$ cat src/rtl/wb_arb_pkg.sv
`default_nettype none
// ============================================================================
// Module : wb_arb_pkg
// Purpose: Shared types and helpers for the Wishbone bus arbiter.
//          - arb_state_t : arbiter FSM state encoding
//          - rr_pick()   : rotating-priority search returning the winner index
// Rev    : 1.0  initial release
// ============================================================================
package wb_arb_pkg;

  typedef enum logic [1:0] {
    IDLE  = 2'd0,
    BUSY  = 2'd1,
    FLUSH = 2'd2
  } arb_state_t;

  // Upper bound on the number of requesters the arbiter supports.
  localparam int MAX_MASTERS = 8;
  localparam int MAX_IDX_W   = $clog2(MAX_MASTERS);

  // Search req starting at last+1 and wrapping at n; returns the first
  // requester found or -1 when nothing is requesting. The loop has a constant
  // bound so it unrolls cleanly; the n limit is applied inside.
  function automatic int rr_pick(input logic [MAX_MASTERS-1:0] req,
                                 input int                     last,
                                 input int                     n);
    int                   res;
    int                   k;
    logic [MAX_IDX_W-1:0] k_idx;
    res = -1;
    for (int i = 1; i <= MAX_MASTERS; i++) begin
      if (i <= n && res < 0) begin
        k     = (last + i) % n;
        k_idx = k[MAX_IDX_W-1:0];
        if (req[k_idx]) res = k;
      end
    end
    return res;
  endfunction

endpackage
`default_nettype wire

$ cat src/rtl/wb_rr_picker.sv
`default_nettype none
// ============================================================================
// Module : wb_rr_picker
// Purpose: Combinational round-robin picker. Rotates the request vector so
//          the master after 'last' has highest priority and priority-encodes.
// Ports  : req   [NUM_MASTERS] in  - request levels
//          last  [IDX_W]       in  - index of the previous owner
//          gnt   [NUM_MASTERS] out - one-hot winner (0 when no request)
//          idx   [IDX_W]       out - winner index
//          valid               out - any request present
// Rev    : 1.0  initial release
// ============================================================================
module wb_rr_picker
  import wb_arb_pkg::*;
#(
  parameter int NUM_MASTERS = 2,
  parameter int IDX_W       = 1
) (
  input  logic [NUM_MASTERS-1:0] req,
  input  logic [IDX_W-1:0]       last,
  output logic [NUM_MASTERS-1:0] gnt,
  output logic [IDX_W-1:0]       idx,
  output logic                   valid
);

  logic [MAX_MASTERS-1:0] req_pad;
  int                     pick;

  always_comb begin
    req_pad                    = '0;
    req_pad[NUM_MASTERS-1:0]   = req;
    pick                       = rr_pick(req_pad, int'(last), NUM_MASTERS);
    valid                      = (pick >= 0);
    idx                        = valid ? IDX_W'(pick) : '0;
    gnt                        = valid ? (NUM_MASTERS'(1) << idx) : '0;
  end

endmodule
`default_nettype wire

$ cat src/rtl/wb_bus_arbiter.sv
`default_nettype none
// ============================================================================
// Module : wb_bus_arbiter
// Purpose: Shares one Wishbone slave between NUM_MASTERS requesters using
//          round-robin arbitration. A grant is held for as long as the owner
//          keeps cyc high; a watchdog aborts strobes the slave never acks.
// Ports  : clk_i, rst_i (async, active-low)
//          m_cyc_i/m_stb_i/m_we_i/m_adr_i/m_dat_i : packed master requests
//          m_ack_o/m_err_o/m_dat_o                : master responses
//          gnt_o                                  : one-hot current grant
//          s_cyc_o/s_stb_o/s_we_o/s_adr_o/s_dat_o : slave-side request
//          s_ack_i/s_dat_i                        : slave response
// Rev    : 1.0  initial release
// ============================================================================
module wb_bus_arbiter
  import wb_arb_pkg::*;
#(
  parameter int NUM_MASTERS    = 2,
  parameter int ADDR_WIDTH     = 2,
  parameter int DATA_WIDTH     = 8,
  parameter int TIMEOUT_CYCLES = 64
) (
  input  logic                              clk_i,
  input  logic                              rst_i,
  input  logic [NUM_MASTERS-1:0]            m_cyc_i,
  input  logic [NUM_MASTERS-1:0]            m_stb_i,
  input  logic [NUM_MASTERS-1:0]            m_we_i,
  input  logic [NUM_MASTERS*ADDR_WIDTH-1:0] m_adr_i,
  input  logic [NUM_MASTERS*DATA_WIDTH-1:0] m_dat_i,
  output logic [NUM_MASTERS-1:0]            m_ack_o,
  output logic [NUM_MASTERS-1:0]            m_err_o,
  output logic [DATA_WIDTH-1:0]             m_dat_o,
  output logic [NUM_MASTERS-1:0]            gnt_o,
  output logic                              s_cyc_o,
  output logic                              s_stb_o,
  output logic                              s_we_o,
  output logic [ADDR_WIDTH-1:0]             s_adr_o,
  output logic [DATA_WIDTH-1:0]             s_dat_o,
  input  logic                              s_ack_i,
  input  logic [DATA_WIDTH-1:0]             s_dat_i
);

  localparam int IDX_W = (NUM_MASTERS > 1) ? $clog2(NUM_MASTERS) : 1;
  localparam int WD_W  = (TIMEOUT_CYCLES > 1) ? $clog2(TIMEOUT_CYCLES + 1) : 1;

  localparam logic [IDX_W-1:0] LAST_RST = IDX_W'(NUM_MASTERS - 1);
  // Terminal count: the timeout fires on the edge that would reach TIMEOUT_CYCLES.
  localparam logic [WD_W-1:0]  WD_LAST  = WD_W'((TIMEOUT_CYCLES > 0) ? TIMEOUT_CYCLES - 1 : 0);

  arb_state_t             state;
  logic [NUM_MASTERS-1:0] gnt;
  logic [IDX_W-1:0]       gidx;
  logic [IDX_W-1:0]       last;
  logic [WD_W-1:0]        wdog;
  logic [NUM_MASTERS-1:0] err;

  logic [NUM_MASTERS-1:0] pick_gnt;
  logic [IDX_W-1:0]       pick_idx;
  logic                   pick_valid;
  logic                   busy;

  wb_rr_picker #(
    .NUM_MASTERS (NUM_MASTERS),
    .IDX_W       (IDX_W)
  ) u_picker (
    .req   (m_cyc_i),
    .last  (last),
    .gnt   (pick_gnt),
    .idx   (pick_idx),
    .valid (pick_valid)
  );

  always_ff @(posedge clk_i or negedge rst_i) begin
    if (!rst_i) begin
      state <= IDLE;
      gnt   <= '0;
      gidx  <= '0;
      last  <= LAST_RST;
      wdog  <= '0;
      err   <= '0;
    end else begin
      err <= '0;
      case (state)
        IDLE: begin
          wdog <= '0;
          if (pick_valid) begin
            gnt   <= pick_gnt;
            gidx  <= pick_idx;
            state <= BUSY;
          end
        end

        BUSY: begin
          // The owner leaving takes precedence: a master that has dropped cyc
          // is no longer waiting, so no error is reported to it.
          if (!m_cyc_i[gidx]) begin
            state <= IDLE;
            gnt   <= '0;
            last  <= gidx;
            wdog  <= '0;
          end else if (s_ack_i) begin
            wdog <= '0;
          end else if (m_stb_i[gidx] && (TIMEOUT_CYCLES != 0)) begin
            if (wdog == WD_LAST) begin
              state <= FLUSH;
              err   <= gnt;
              wdog  <= '0;
            end else begin
              wdog <= wdog + 1'b1;
            end
          end
        end

        FLUSH: begin
          // Grant stays parked on the aborted master until it gives up cyc.
          // The pointer advances here too so an aborted owner goes to the back.
          if (!m_cyc_i[gidx]) begin
            state <= IDLE;
            gnt   <= '0;
            last  <= gidx;
          end
        end

        default: state <= IDLE;
      endcase
    end
  end

  assign busy = (state == BUSY);

  // Slave side follows the owner combinationally only while BUSY; IDLE and
  // FLUSH present an idle bus, which also hides any late ack.
  assign s_cyc_o = busy & m_cyc_i[gidx];
  assign s_stb_o = busy & m_stb_i[gidx];
  assign s_we_o  = busy & m_we_i[gidx];
  assign s_adr_o = busy ? m_adr_i[int'(gidx)*ADDR_WIDTH +: ADDR_WIDTH] : '0;
  assign s_dat_o = busy ? m_dat_i[int'(gidx)*DATA_WIDTH +: DATA_WIDTH] : '0;

  assign m_ack_o = busy ? (gnt & {NUM_MASTERS{s_ack_i}}) : '0;
  assign m_err_o = err;
  assign m_dat_o = s_dat_i;
  assign gnt_o   = gnt;

  a_gnt_onehot0: assert property (@(posedge clk_i) disable iff (!rst_i) $onehot0(gnt_o));
  a_cyc_has_gnt: assert property (@(posedge clk_i) disable iff (!rst_i) s_cyc_o |-> (gnt_o != '0));
  a_ack_onehot0: assert property (@(posedge clk_i) disable iff (!rst_i) $onehot0(m_ack_o));

endmodule
`default_nettype wire

$ cat config.mk
export PLATFORM = sky130hd
export DESIGN_NAME = wb_bus_arbiter
export DESIGN_NICKNAME = d
export VERILOG_FILES = /design/src/rtl/wb_arb_pkg.sv /design/src/rtl/wb_rr_picker.sv /design/src/rtl/wb_bus_arbiter.sv
export SDC_FILE = /design/constraint.sdc
export NUM_CORES = 1
export LEC_CHECK = 0
export CAP_MARGIN = 20
export CELL_PAD_IN_SITES_DETAIL_PLACEMENT = 2
export CELL_PAD_IN_SITES_GLOBAL_PLACEMENT = 2
export CORE_MARGIN = 1.5
export CORE_UTILIZATION = 33
export DETAILED_ROUTE_END_ITERATION = 10
export DONT_BUFFER_PORTS = 1
export HOLD_SLACK_MARGIN = 0.08
export PLACE_DENSITY = 0.88
export SYNTH_ARGS = -nofsm -noshare
export SYNTH_HDL_FRONTEND = slang
export SYNTH_SLANG_ARGS = --single-unit
$ cat constraint.sdc
create_clock -name clk_i -period 3.7 [get_ports clk_i]
set_input_delay 0.555 -clock clk_i [delete_from_list [all_inputs] [get_ports clk_i]]
set_output_delay 0.555 -clock clk_i [all_outputs]
set_load 0.02 [all_outputs]
==> results.txt, run 1 <==
Post-layout nets: 163
F_max: 405 MHz
Via/cell ratio: 5.68
Input/output buffers: 0
Maxcap violations: 0
List of cells traversed by the critical path: mux2_2, and2_1
Buffer count from post-CTS setup fixing: 0
Routed length per placed instance: 19.3 um
Number of flip-flops and latches in the synthesized netlist: 15
Half-perimeter wire length after placement: 2350 um
Internal Dissipation: 0.000412 W
Mapped cell area: 0.00116 mm2
Class of the most critical setup path: reg2out
Unique cell type count in the Yosys netlist: 40
Static leakage power: 0.531 nW
Worst setup SP type: register
Tightest Pin Transition: 0.852 ns
Number of endpoints with negative hold slack in the final report: 0
Worst R2R End: state[0]
Final standard cell count with taps included and fillers excluded: 167
Setup crit end kind: output pin
Pin count of the biggest net entering global routing: 21
Sequential cell area fraction in the yosys report: 32.3%
Crit path time final: 2.47 ns
Slowest cell on the critical path: dfrtp_1
Capture endpoint of the worst hold path: gidx
Fin Hold WS: 0.364 ns
NetSw: 0.000408 W
Cell total after placement: 161
Switching part of the total: 49.7%
Run status: complete, no violations
Avg Synthesized Cell Area: 9.17 um2
Launch instance of the worst register-to-register path: gidx
Floorplan Core Area: 0.00336 mm2
DR iter-0 viols: 14
Cell count of the worst hold path: 1
Data arrival time at the worst-slack endpoint: 1.92 ns
Number of antenna violations at the first check in global routing: 0
Proportion of synthesized flip-flops having asynchronous set or reset: 100%
Initial core utilization: 34.6%
Number of inserted diodes: 0
Iteration count of the initial detailed-routing pass: 4
Share of layout cells above drive strength 1: 12.4%
Routed vias: 949
GPL Wtd Cong: 0.836
Area of the die: 0.00390 mm2
Clock network fraction of total power: 12.4%
Register-to-Register Path Depth: 4
Maximum fanout count along the critical path: 17
Skew-Pair Late Insertion Delay: 0.30 ns
Proportion of power drawn by flip-flops and latches: 33.4%
First-pass GRT wire length: 5160 um
Post-detailed-route DRC marker count: 0
Total wire length: 3230 um
Number of fill cells in the layout: 416
Vias in the first global route: 1057
Clock net sink count: 15
Count of endpoints failing setup in the final report: 0
Clock tree from TritonCTS: yes
VDD IR-drop max: 268 uV
Total CTS buffers: 3
Number of cells upsized or downsized after cts: 0
Synthesis Warnings: 0
Worst setup slack before clock tree synthesis: 1.57 ns
Total negative setup slack: 0 ns
CTS clk-pin slew, worst paths: 0.10 ns
Slack of the critical path: 1.23 ns
Worst min-delay path startpoint: m_cyc_i[0]
IO Pins: 64
Clock Root Buffer: clkbuf_4
Remaining number of nets flagged by the antenna check after routing: 0
Setup repair after global routing missed its margin: no
Crit path largest cell delay: 0.91 ns
Family with the most delay on the worst path: flip-flops
Height of the die: 62.4 um
Combinational share of power: 54.2%
Fin crit share: 66.8%
Worst Path Buf+Inv: 0
Worst clock skew: 0.00126 ns
Gate count after technology mapping: 127
Depth of the CTS H-tree: 1
Required time at the endpoint of the critical path: 3.14 ns
Hold/Removal Path Class: in2reg
Placement row count: 21
Post-synth top flop: dfrtp_1
Net Count, Synth: 168
Clock tree buffer depth: 2
Global routing usage summed across all routing layers: 16.7%
Die X: 62.4 um
Layout overhead on the synthesized area: 1.72%
Count of flip-flops with a built-in enable after synthesis: 0
Worst slew margin relative to its limit: 43.2%
Slew Viols, Final: 0
Worst reg-to-reg setup slack: 1.59 ns
Global route overflow: 0
Areal power density over the cells: 692 mW/mm2
==> cell usage in the layout (no fill, tap or decap), types with 3 or more instances in the layout <==
cell type,instances
inv_1,5
o21ai_0,4
nand2b_1,4
o21ai_1,3
nand2_1,8
dfrtp_1,14
mux2i_1,12
nor2_1,9
nor2b_1,11
and3_1,4
clkbuf_4,3
a21oi_1,7
ha_1,4
==> synthesized netlist by cell type, types with 2 or more instances <==
cell | number | area share, %
dfrtp_1 | 14 | 30
mux2i_1 | 12 | 10
nor2b_1 | 11 | 5.9
nor2_1 | 9 | 2.9
buf_4 | 8 | 5.2
nand2_1 | 8 | 2.6
a21oi_1 | 7 | 3.0
inv_1 | 5 | 1.6
and3_1 | 4 | 2.1
ha_1 | 4 | 4.3
nand2b_1 | 4 | 2.1
o21ai_0 | 4 | 1.7
o21ai_1 | 3 | 1.3
a22oi_1 | 2 | 1.3
a31oi_1 | 2 | 1.1
clkbuf_1 | 2 | 0.64
mux2_4 | 2 | 2.6
nand3_1 | 2 | 0.86
nor3_2 | 2 | 1.7
o21a_1 | 2 | 1.3
==> area by class of cell <==
class	count	area, um2	area share [%]
Sequential cell	15	377	31.8
Tap cell	46	57.6	4.86
Timing Repair Buffer	2	20.0	1.69
Multi-Input combinational cell	95	686	57.9
Clock buffer	4	26.3	2.22
Inverter	5	18.8	1.58
==> power by group through the flow <==
stage | Clock, W | Combinational [W] | Sequential, W
6_report | 0.000102 | 0.000444 | 0.000273
5_1_grt | 0.000111 | 0.000479 | 0.000282
4_1_cts | 0.000103 | 0.000447 | 0.000274
3_5_place_dp | 0 | 0.000436 | 0.000276
3_3_place_gp | 0 | 0.000419 | 0.000269
2_1_floorplan | 0 | 0.000433 | 0.000227
==> through the flow <==
step           utilization (%)  area (um2)  total power, W
6_report                  35.2        1180        0.000819
5_1_grt                   35.2        1180        0.000871
4_1_cts                   35.2        1180        0.000824
3_5_place_dp              33.9        1140        0.000713
3_3_place_gp              33.9        1140        0.000689
2_1_floorplan                -        1160        0.000660
==> layer usage <==
layer  up-vias  part of all wire [%]  wire length (um)  track usage (%)
met5         -                     0                 0                0
met4         0                   1.2                38             5.56
met3         8                   3.6               115            0.901
met2        36                    57              1830             33.6
met1       477                    38              1240             18.2
li1        428                     -                 -                -
==> cell families after synthesis <==
group           Yosys count  synth area share, %
mux                      17                 16.0
flops                    15                 32.3
simple gates             46                 22.2
buf+inv                  17                 8.81
fa+ha+maj                 4                 4.30
compound gates           28                 16.3
==> sequential cells by signal, indices dropped and copies added (netlist names) <==
| register | count |
|---|---|
| gidx | 1 |
| gnt_o | 2 |
| last | 1 |
| m_err_o | 2 |
| state | 2 |
| wdog | 7 |
==> what timing repair did <==
item | 4_1_cts | 5_1_grt
hold endpoints to repair | 14 | 0
hold buffers | 2 | 0
endpoints found under the setup margin | 0 | 0
==> how the worst max path moves through the flow <==
stage | from | endpoint | cells past startpoint | slack [ns]
after floorplan | state[1] | s_adr_o[0] | 5 | 1.72
final | gidx | s_stb_o | 2 | 1.23
after global placement | gidx | s_stb_o | 2 | 1.62
after CTS | gidx | s_stb_o | 2 | 1.22
after detailed placement | gidx | s_stb_o | 2 | 1.57
after global routing | gidx | s_stb_o | 2 | 1.14
No activity file was read; power rests on OpenSTA's default activity.
==> run 2: changes to the inputs <==
CORE_UTILIZATION = 30   (was 33)
PLACE_DENSITY = 0.85   (was 0.88)
clock period = 2.2 ns   (was 3.7 ns; I/O delays follow)
==> results.txt, run 2 (same netlist as run 1, synthesis figures left out) <==
Depth of the CTS H-tree: 1 (unchanged)
Number of fill cells in the layout: 427 (+2.6%)
Flip-flop count of the largest register after layout: 7 (unchanged)
Clock tree buffer depth: 2 (unchanged)
Area of the die: 0.00427 mm2 (+9.5%)
Share of layout cells above drive strength 1: 13.9% (+1.5 points)
Number of inserted diodes: 0 (unchanged)
Placement row count: 22 (+4.8%)
Worst setup SP type: register
Fin Hold WS: 0.182 ns (-0.181 ns)
Most frequent standard cell in the layout excluding fill and tap cells: dfrtp_1
Worst setup slack before clock tree synthesis: 0.441 ns (-1.13 ns)
Hold-fix buffers at CTS: 1 (-1)
Areal power density over the cells: 1200 mW/mm2 (+74%)
Maxcap violations: 0 (unchanged)
Run status: complete, no violations
Via/cell ratio: 5.41 (-4.9%)
Pin count of the biggest net entering global routing: 16 (-24%)
Total CTS buffers: 3 (unchanged)
Routed length per placed instance: 18.7 um (-3.0%)
IO Pins: 64 (unchanged)
Total wire length: 3180 um (-1.3%)
VDD IR-drop max: 415 uV (+55%)
Data arrival time at the worst-slack endpoint: 1.68 ns (-0.24 ns)
DR iter-0 viols: 19 (+5)
Slew Viols, Final: 0 (unchanged)
Total negative setup slack: 0 ns (unchanged)
Height of the die: 65.3 um (+4.6%)
Slack of the critical path: 0.186 ns (-1.04 ns)
Count of endpoints failing setup in the final report: 0 (unchanged)
Iteration count of the initial detailed-routing pass: 4 (unchanged)
Global routing usage summed across all routing layers: 15.7% (-0.98 points)
Number of antenna violations at the first check in global routing: 0 (unchanged)
Fin crit share: 91.6%
Layout overhead on the synthesized area: 3.97%
Crit path time final: 2.01 ns
Maximum fanout count along the critical path: 15 (-2)
Die X: 65.3 um (+4.6%)
Worst clock skew: 0.00256 ns (+0.00129 ns)
Floorplan Core Area: 0.00369 mm2 (+9.7%)
Tightest Pin Transition: 0.686 ns (-0.167 ns)
Clock tree from TritonCTS: yes
Global route overflow: 0 (unchanged)
Hold/Removal Path Class: in2reg
Vias in the first global route: 1020 (-3.5%)
Setup repair after global routing missed its margin: no
Half-perimeter wire length after placement: 2510 um (+6.6%)
Remaining number of nets flagged by the antenna check after routing: 0 (unchanged)
Register area: 377 um2 (unchanged)
Number of cells upsized or downsized after cts: 0 (unchanged)
Buffer count from post-CTS setup fixing: 0 (unchanged)
Initial core utilization: 31.6% (-3.1 points)
Worst slew margin relative to its limit: 54.1% (+11 points)
Slowest cell on the critical path: nor2b_1
Static leakage power: 0.544 nW (+2.5%)
GPL Wtd Cong: 0.812 (-2.9%)
Routed vias: 919 (-3.2%)
Commonest non-fill, non-tap cells in the layout: dfrtp_1 (14), mux2i_1 (12), nor2b_1 (11)
Crit path largest cell delay: 0.46 ns (-0.45 ns)
Post-layout nets: 164 (+0.61%)
Clock net sink count: 15 (unchanged)
Input/output buffers: 0 (unchanged)
Clock Root Buffer: clkbuf_8
Number of endpoints with negative hold slack in the final report: 0 (unchanged)
Register bank with the most flops: wdog
Post-detailed-route DRC marker count: 0 (unchanged)
List of cells traversed by the critical path: inv_1, ha_1, buf_4, nor2b_1
Class of the most critical setup path: reg2out
CTS clk-pin slew, worst paths: 0.06 ns (-0.04 ns)
Setup crit end kind: output pin
F_max: 496 MHz
Skew-Pair Late Insertion Delay: 0.25 ns (-0.05 ns)
Area taken by multi-input logic gates: 686 um2 (unchanged)
First-pass GRT wire length: 5040 um (-2.4%)
Required time at the endpoint of the critical path: 1.87 ns (-1.27 ns)
-- run 2: report_power, final --
part	leakage (nW)	total [W]	switching (W)	internal (W)
Combinational	0.323	0.000798	0.000490	0.000309
Sequential	0.199	0.000421	0.0000913	0.000330
Clock	0.0228	0.000235	0.000106	0.000129
-- run 2: stage by stage --
step           instance area, um2  total power, W  utilization [%]  cells
2_1_floorplan                1160         0.00111                -    127
3_3_place_gp                 1160         0.00119             31.3    165
3_5_place_dp                 1160         0.00123             31.3    165
4_1_cts                      1210         0.00147             32.8    170
5_1_grt                      1210         0.00155             32.8    170
6_report                     1210         0.00145             32.8    170
-- run 2: cell type report --
| type | count | share of cell area, % |
|---|---|---|
| Clock buffer | 4 | 3.72 |
| Inverter | 5 | 1.55 |
| Multi-Input combinational cell | 95 | 56.6 |
| Sequential cell | 15 | 31.1 |
| Tap cell | 48 | 4.96 |
| Timing Repair Buffer | 3 | 2.07 |
-- run 2: worst paths after layout --
check	from	endpoint	slack, ns	depth (start not counted)
max in group asynchronous	rst_i	wdog[1]	1.20	1
min in group asynchronous	rst_i	state[0]	0.56	1
hold / removal	m_cyc_i[0]	gidx	0.18	1
hold reg to reg	wdog[6]	wdog[6]	0.52	1
setup / recovery	state[1]	s_dat_o[0]	0.19	4
setup reg to reg	state[0]	state[0]	0.45	6
-- run 2: layer usage --
layer,up-vias,track usage (%),share of wire (%)
met5,-,0,0
met4,0,4.17,1.6
met3,6,6.16,6.9
met2,44,27.8,52
met1,443,17.4,39
li1,426,-,-
-- run 2: worst max-delay path: cells and delay by family, from the launching register on --
kind | cells | cell delay (ns)
flip-flops | 1 | 0.40
adder cells (fa/ha/maj) | 1 | 0.25
AND/OR/NAND/NOR | 1 | 0.46
buffers and inverters | 2 | 0.32
